===== src/rtl/gpu_pkg.sv =====
// Shared types and constants for the rectangle rasteriser: FSM encoding,
// draw-mode values and the default visible screen size.
package gpu_pkg;

    typedef enum logic [1:0] {
        IDLE = 2'd0,
        RUN  = 2'd1,
        DONE = 2'd2
    } state_t;

    localparam logic MODE_FILL    = 1'b0;
    localparam logic MODE_OUTLINE = 1'b1;

    localparam int DEFAULT_SCREEN_W = 640;
    localparam int DEFAULT_SCREEN_H = 480;

endpackage


===== src/rtl/gpu_rect_clip.sv =====
// Combinational corner normalisation and screen clipping. Produces ordered,
// clipped bounds plus a flag for rectangles that lie entirely off screen.
module gpu_rect_clip
    import gpu_pkg::*;
#(
    parameter int WIDTH_BITS  = 10,
    parameter int HEIGHT_BITS = 9,
    parameter int SCREEN_W    = DEFAULT_SCREEN_W,
    parameter int SCREEN_H    = DEFAULT_SCREEN_H
) (
    input  logic [WIDTH_BITS-1:0]  x1,
    input  logic [WIDTH_BITS-1:0]  x2,
    input  logic [HEIGHT_BITS-1:0] y1,
    input  logic [HEIGHT_BITS-1:0] y2,
    output logic [WIDTH_BITS-1:0]  xmin,
    output logic [WIDTH_BITS-1:0]  xmax,
    output logic [HEIGHT_BITS-1:0] ymin,
    output logic [HEIGHT_BITS-1:0] ymax,
    output logic                   empty
);

    localparam logic [WIDTH_BITS-1:0]  X_LAST = WIDTH_BITS'(SCREEN_W - 1);
    localparam logic [HEIGHT_BITS-1:0] Y_LAST = HEIGHT_BITS'(SCREEN_H - 1);

    logic [WIDTH_BITS-1:0]  x_hi;
    logic [HEIGHT_BITS-1:0] y_hi;

    always_comb begin
        xmin = (x1 < x2) ? x1 : x2;
        x_hi = (x1 < x2) ? x2 : x1;
        ymin = (y1 < y2) ? y1 : y2;
        y_hi = (y1 < y2) ? y2 : y1;
        // Only the far edge needs clipping; a near edge past the screen means nothing is visible.
        xmax  = (x_hi > X_LAST) ? X_LAST : x_hi;
        ymax  = (y_hi > Y_LAST) ? Y_LAST : y_hi;
        empty = (xmin > X_LAST) || (ymin > Y_LAST);
    end

endmodule


===== src/rtl/gpu_rect_raster.sv =====
// Rectangle rasteriser: latches a command, then streams the covered pixels
// (solid fill or 1-pixel outline) in row-major order over valid/ready.
module gpu_rect_raster
    import gpu_pkg::*;
#(
    parameter int WIDTH_BITS   = 10,
    parameter int HEIGHT_BITS  = 9,
    parameter int SCREEN_W     = DEFAULT_SCREEN_W,
    parameter int SCREEN_H     = DEFAULT_SCREEN_H,
    parameter int CHANNEL_BITS = 8
) (
    input  logic                    clk,
    input  logic                    n_rst,
    input  logic                    start_i,
    input  logic                    abort_i,
    input  logic [WIDTH_BITS-1:0]   x1_i,
    input  logic [WIDTH_BITS-1:0]   x2_i,
    input  logic [HEIGHT_BITS-1:0]  y1_i,
    input  logic [HEIGHT_BITS-1:0]  y2_i,
    input  logic                    mode_i,
    input  logic [CHANNEL_BITS-1:0] r_i,
    input  logic [CHANNEL_BITS-1:0] g_i,
    input  logic [CHANNEL_BITS-1:0] b_i,
    output logic [WIDTH_BITS-1:0]   x_o,
    output logic [HEIGHT_BITS-1:0]  y_o,
    output logic [CHANNEL_BITS-1:0] r_o,
    output logic [CHANNEL_BITS-1:0] g_o,
    output logic [CHANNEL_BITS-1:0] b_o,
    output logic                    valid_o,
    input  logic                    ready_i,
    output logic                    busy_o,
    output logic                    done_o
);

    logic [WIDTH_BITS-1:0]  clip_xmin;
    logic [WIDTH_BITS-1:0]  clip_xmax;
    logic [HEIGHT_BITS-1:0] clip_ymin;
    logic [HEIGHT_BITS-1:0] clip_ymax;
    logic                   clip_empty;

    gpu_rect_clip #(
        .WIDTH_BITS  (WIDTH_BITS),
        .HEIGHT_BITS (HEIGHT_BITS),
        .SCREEN_W    (SCREEN_W),
        .SCREEN_H    (SCREEN_H)
    ) u_clip (
        .x1    (x1_i),
        .x2    (x2_i),
        .y1    (y1_i),
        .y2    (y2_i),
        .xmin  (clip_xmin),
        .xmax  (clip_xmax),
        .ymin  (clip_ymin),
        .ymax  (clip_ymax),
        .empty (clip_empty)
    );

    state_t                  state_reg, state_next;
    logic [WIDTH_BITS-1:0]   x_reg, x_next;
    logic [HEIGHT_BITS-1:0]  y_reg, y_next;
    logic [WIDTH_BITS-1:0]   xmin_reg, xmin_next;
    logic [WIDTH_BITS-1:0]   xmax_reg, xmax_next;
    logic [HEIGHT_BITS-1:0]  ymin_reg, ymin_next;
    logic [HEIGHT_BITS-1:0]  ymax_reg, ymax_next;
    logic                    mode_reg, mode_next;
    logic [CHANNEL_BITS-1:0] r_reg, r_next;
    logic [CHANNEL_BITS-1:0] g_reg, g_next;
    logic [CHANNEL_BITS-1:0] b_reg, b_next;
    logic                    valid_reg, valid_next;
    logic                    busy_reg, busy_next;
    logic                    done_reg, done_next;

    logic at_row_end;
    logic at_last_pixel;
    logic on_interior_row;

    assign at_row_end      = (x_reg == xmax_reg);
    assign at_last_pixel   = at_row_end && (y_reg == ymax_reg);
    assign on_interior_row = (y_reg > ymin_reg) && (y_reg < ymax_reg);

    always_comb begin
        state_next = state_reg;
        x_next     = x_reg;
        y_next     = y_reg;
        xmin_next  = xmin_reg;
        xmax_next  = xmax_reg;
        ymin_next  = ymin_reg;
        ymax_next  = ymax_reg;
        mode_next  = mode_reg;
        r_next     = r_reg;
        g_next     = g_reg;
        b_next     = b_reg;
        valid_next = valid_reg;
        busy_next  = busy_reg;
        done_next  = 1'b0;

        case (state_reg)
            IDLE: begin
                if (start_i) begin
                    xmin_next = clip_xmin;
                    xmax_next = clip_xmax;
                    ymin_next = clip_ymin;
                    ymax_next = clip_ymax;
                    mode_next = mode_i;
                    r_next    = r_i;
                    g_next    = g_i;
                    b_next    = b_i;
                    x_next    = clip_xmin;
                    y_next    = clip_ymin;
                    if (clip_empty) begin
                        state_next = DONE;
                        done_next  = 1'b1;
                    end else begin
                        state_next = RUN;
                        valid_next = 1'b1;
                        busy_next  = 1'b1;
                    end
                end
            end

            RUN: begin
                // Abort wins over a handshake in the same cycle.
                if (abort_i) begin
                    state_next = IDLE;
                    valid_next = 1'b0;
                    busy_next  = 1'b0;
                end else if (ready_i) begin
                    if (at_last_pixel) begin
                        state_next = DONE;
                        valid_next = 1'b0;
                        busy_next  = 1'b0;
                        done_next  = 1'b1;
                    end else if (at_row_end) begin
                        x_next = xmin_reg;
                        y_next = y_reg + HEIGHT_BITS'(1);
                    end else if (mode_reg == MODE_OUTLINE && on_interior_row) begin
                        // Interior outline rows only carry the left and right edge pixels.
                        x_next = xmax_reg;
                    end else begin
                        x_next = x_reg + WIDTH_BITS'(1);
                    end
                end
            end

            DONE: begin
                state_next = IDLE;
            end

            default: begin
                state_next = IDLE;
                valid_next = 1'b0;
                busy_next  = 1'b0;
            end
        endcase
    end

    always_ff @(posedge clk or negedge n_rst) begin
        if (!n_rst) begin
            state_reg <= IDLE;
            x_reg     <= '0;
            y_reg     <= '0;
            xmin_reg  <= '0;
            xmax_reg  <= '0;
            ymin_reg  <= '0;
            ymax_reg  <= '0;
            mode_reg  <= MODE_FILL;
            r_reg     <= '0;
            g_reg     <= '0;
            b_reg     <= '0;
            valid_reg <= 1'b0;
            busy_reg  <= 1'b0;
            done_reg  <= 1'b0;
        end else begin
            state_reg <= state_next;
            x_reg     <= x_next;
            y_reg     <= y_next;
            xmin_reg  <= xmin_next;
            xmax_reg  <= xmax_next;
            ymin_reg  <= ymin_next;
            ymax_reg  <= ymax_next;
            mode_reg  <= mode_next;
            r_reg     <= r_next;
            g_reg     <= g_next;
            b_reg     <= b_next;
            valid_reg <= valid_next;
            busy_reg  <= busy_next;
            done_reg  <= done_next;
        end
    end

    assign x_o     = x_reg;
    assign y_o     = y_reg;
    assign r_o     = r_reg;
    assign g_o     = g_reg;
    assign b_o     = b_reg;
    assign valid_o = valid_reg;
    assign busy_o  = busy_reg;
    assign done_o  = done_reg;

endmodule


===== config.mk =====
export PLATFORM = sky130hd
export DESIGN_NAME = gpu_rect_raster
export DESIGN_NICKNAME = d
export VERILOG_FILES = /design/src/rtl/gpu_pkg.sv /design/src/rtl/gpu_rect_clip.sv /design/src/rtl/gpu_rect_raster.sv
export SDC_FILE = /design/constraint.sdc
export NUM_CORES = 1
export LEC_CHECK = 0
export BUFFER_PORTS_ARGS = -buffer_cell sky130_fd_sc_hd__buf_2
export CORE_UTILIZATION = 55
export DETAILED_ROUTE_END_ITERATION = 10
export MAX_ROUTING_LAYER = met4
export PLACE_DENSITY = 0.84
export SLEW_MARGIN = 5
export SYNTH_ARGS = -nofsm -noshare
export SYNTH_HDL_FRONTEND = slang
export SYNTH_SLANG_ARGS = --single-unit

===== constraint.sdc =====
create_clock -name clk -period 2.6 [get_ports clk]
set_input_delay 0.26 -clock clk [delete_from_list [all_inputs] [get_ports clk]]
set_output_delay 0.26 -clock clk [all_outputs]
set_load 0.01 [all_outputs]

==> results by group <==
Detailed routing
  – Vias per cell: 5.75
  – 1st-pass router iterations: 5
  – Vias: 4940
  – Remaining DRCs: 0
  – Metal-1 WL: 6050 microns
  – Wire per inst: 16.2 microns
  – Max layer used: met4
  – DRT Wirelength: 13900 microns
  – DRT iter0 DRCs: 290
  – Wire length on met3: 1140 microns
  – ANT nets after route: 0
  – DR WL met2: 6370 microns

Synth
  – Syn Area/Cell: 8.75 sq um
  – Flops & latches, synth: 86
  – Seq/Total Area, Yosys: 0.409
  – Synth Instances: 602
  – Count of cell types in the netlist: 53
  – Async SR Flop Fraction: 1.00
  – Post-synth EDFFs: 0
  – Yosys warns: 0
  – Synthesized area: 5270 sq um
  – Syn Nets: 707
  – Primary FF master, synth: dfrtp_1

Setup path
  – R2R depth: 8
  – WS Path Type: flip-flop to flip-flop
  – Peak per-stage delay on the critical path: 0.51 ns
  – Worst path bufs/invs: 1
  – CP endpoint kind: flip-flop
  – Crit Path Max Fanout: 13
  – Crit-path cells: ha_1, or4_1, a21oi_1, a221o_1, a221oi_4, buf_4, o31ai_1, o221a_1
  – Crit path depth: 8
  – Worst EP arrival: 2.78 ns
  – Slowest CP cell: or4_1
  – CP delay by family, top: compound AO/OA/AOI/OAI gates
  – Worst EP required: 2.90 ns
  – Critical Path Start Type: flip-flop

Cells and area
  – Multi-input gate area: 2850 sq um
  – Commonest non-fill, non-tap cell in the layout: nand2_1
  – Filler instances: 718
  – Share of layout cells above drive strength 1: 0.226
  – Number of inserted diodes: 0
  – Final net count: 830
  – Most frequent cells in the layout: nand2_1, buf_2, dfrtp_1
  – Area grow syn2layout: 19.9%
  – Reg area: 2150 sq um

Min path
  – Hold Path Depth: 3
  – Hold Path Class: input pin to flip-flop

Global route
  – GRT overflow: 0
  – Initial antenna violation count: 0
  – Pin count of the biggest net entering global routing: 64
  – GRT Total Usage: 0.301
  – First-pass GRT wire length: 22800 microns
  – Vias in the first global route: 4752

Timing
  – Slew headroom: 0.553
  – Max Clk Rate: 0.403 GHz
  – Worst hold slack: 0.0895 ns
  – Final setup vio count: 0
  – Period utilisation layout: 0.955
  – Worst-Margin Slew: 0.670 ns
  – RSZ-0062 raised after global routing: false
  – Final setup margin: 0.116 ns
  – Tmin final: 2.48 ns
  – Worst Skew: 0.00946 ns
  – Hold Vio Cnt, Final: 0
  – Setup TNS: 0 ns
  – Slew Limit Fails: 0

Clock network
  – Skew-Pair Late Insertion Delay: 0.35 ns
  – Clock Tree Root: clkbuf_8
  – Gates resized, CTS repair: 0
  – Post-CTS Hold Buffers: 1
  – H-tree depth: 3
  – Clk sink count: 86
  – Clock transition at the registers of the reported paths: 0.09 ns
  – TritonCTS clock tree: done
  – CTS buffer count: 9
  – Post-CTS Setup Inserts: 0
  – Bufs on Longest Clock Path: 2

Placed design
  – GPL Wtd Cong: 0.924
  – Port bufs: 113
  – Pre-CTS setup slack: -0.0403 ns
  – Detailed Place HPWL: 10500 microns

Flow run
  – Max Cap Violations: 0

Die
  – Die W: 99.9 microns
  – Initial Util: 0.570
  – Row count: 35
  – Die Area: 9970 sq um
  – Core area: 9240 sq um
  – DIE HEIGHT: 99.9 microns
  – I/O pins: 114

Power
  – Max rail drop VDD: 0.455 mV
  – Power per Cell Area: 954 nW/um^2
  – Leakage: 3.23 nW
  – Design Power: 6.03 mW

Outcome
  – Status: finished, final reports clean
-- path summary, 6_finish.rpt --
check | from | endpoint | slack [ns]
setup / recovery | y_o[6] | x_o[2] | 0.12
hold / removal | b_i[0] | b_o[0] | 0.09
setup reg to reg | y_o[6] | x_o[2] | 0.12
hold reg to reg | g_o[7] | g_o[7] | 0.47
max in group asynchronous | n_rst | done_o | 1.42
min in group asynchronous | n_rst | x_o[3] | 0.44
-- metrics by stage --
stage / cells / area (sq um) / util
floorplan: 602 / 5270 / -
global placement: 842 / 6070 / 0.657
detailed placement: 842 / 6070 / 0.657
CTS: 859 / 6320 / 0.684
global route: 859 / 6320 / 0.684
finish: 859 / 6320 / 0.684
-- power breakdown --
group / switching (mW) / total [mW] / internal, mW
logic: 1.49 / 2.67 / 1.18
clock network: 0.483 / 1.08 / 0.594
registers: 0.467 / 2.28 / 1.81
total: 2.44 / 6.03 / 3.59
-- per-layer routing --
layer / vias to the layer above / track usage
met5: - / -
met4: 0 / 0.118
met3: 33 / 0.0439
met2: 260 / 0.457
met1: 2296 / 0.411
li1: 2351 / -
-- Yosys cell counts (5+ instances only) --
library cell / count / area share
o311ai_0: 7 / 0.012
nand4_1: 6 / 0.0071
a21o_1: 7 / 0.010
dfrtp_1: 86 / 0.41
inv_1: 38 / 0.027
nand2_1: 135 / 0.096
o21ai_0: 16 / 0.015
o31ai_1: 7 / 0.010
and3_1: 6 / 0.0071
clkbuf_1: 16 / 0.011
nor2_1: 36 / 0.026
xor2_1: 14 / 0.023
o211ai_1: 9 / 0.013
o221a_1: 8 / 0.017
mux2i_1: 21 / 0.040
nor3_1: 7 / 0.0067
ha_1: 37 / 0.088
nand3_1: 21 / 0.020
a31oi_1: 9 / 0.011
buf_1: 5 / 0.0036
o21a_1: 11 / 0.016
o21ai_1: 25 / 0.024
a21oi_1: 19 / 0.018
-- cell families after synthesis --
logic type / Yosys count / synth area share
fa+ha+maj: 37 / 0.0879
compound gates: 138 / 0.182
xor+xnor: 18 / 0.0299
flops: 86 / 0.409
simple gates: 230 / 0.188
buf+inv: 67 / 0.0527
mux: 26 / 0.0506
-- final cells by class --
cell class / instances / share of cell area
Multi-Input combinational cell: 449 / 0.451
Sequential cell: 86 / 0.341
Clock inverter: 5 / 0.0129
Inverter: 38 / 0.0226
Tap cell: 129 / 0.0256
Timing Repair Buffer: 141 / 0.124
Clock buffer: 11 / 0.0240
-- tightest hold or removal path, delay by kind of cell --
family | cells | cell delay [ns]
AND/OR/NAND/NOR | 2 | 0.09
buffers and inverters | 1 | 0.07
Power figures use the tool's default switching activity.
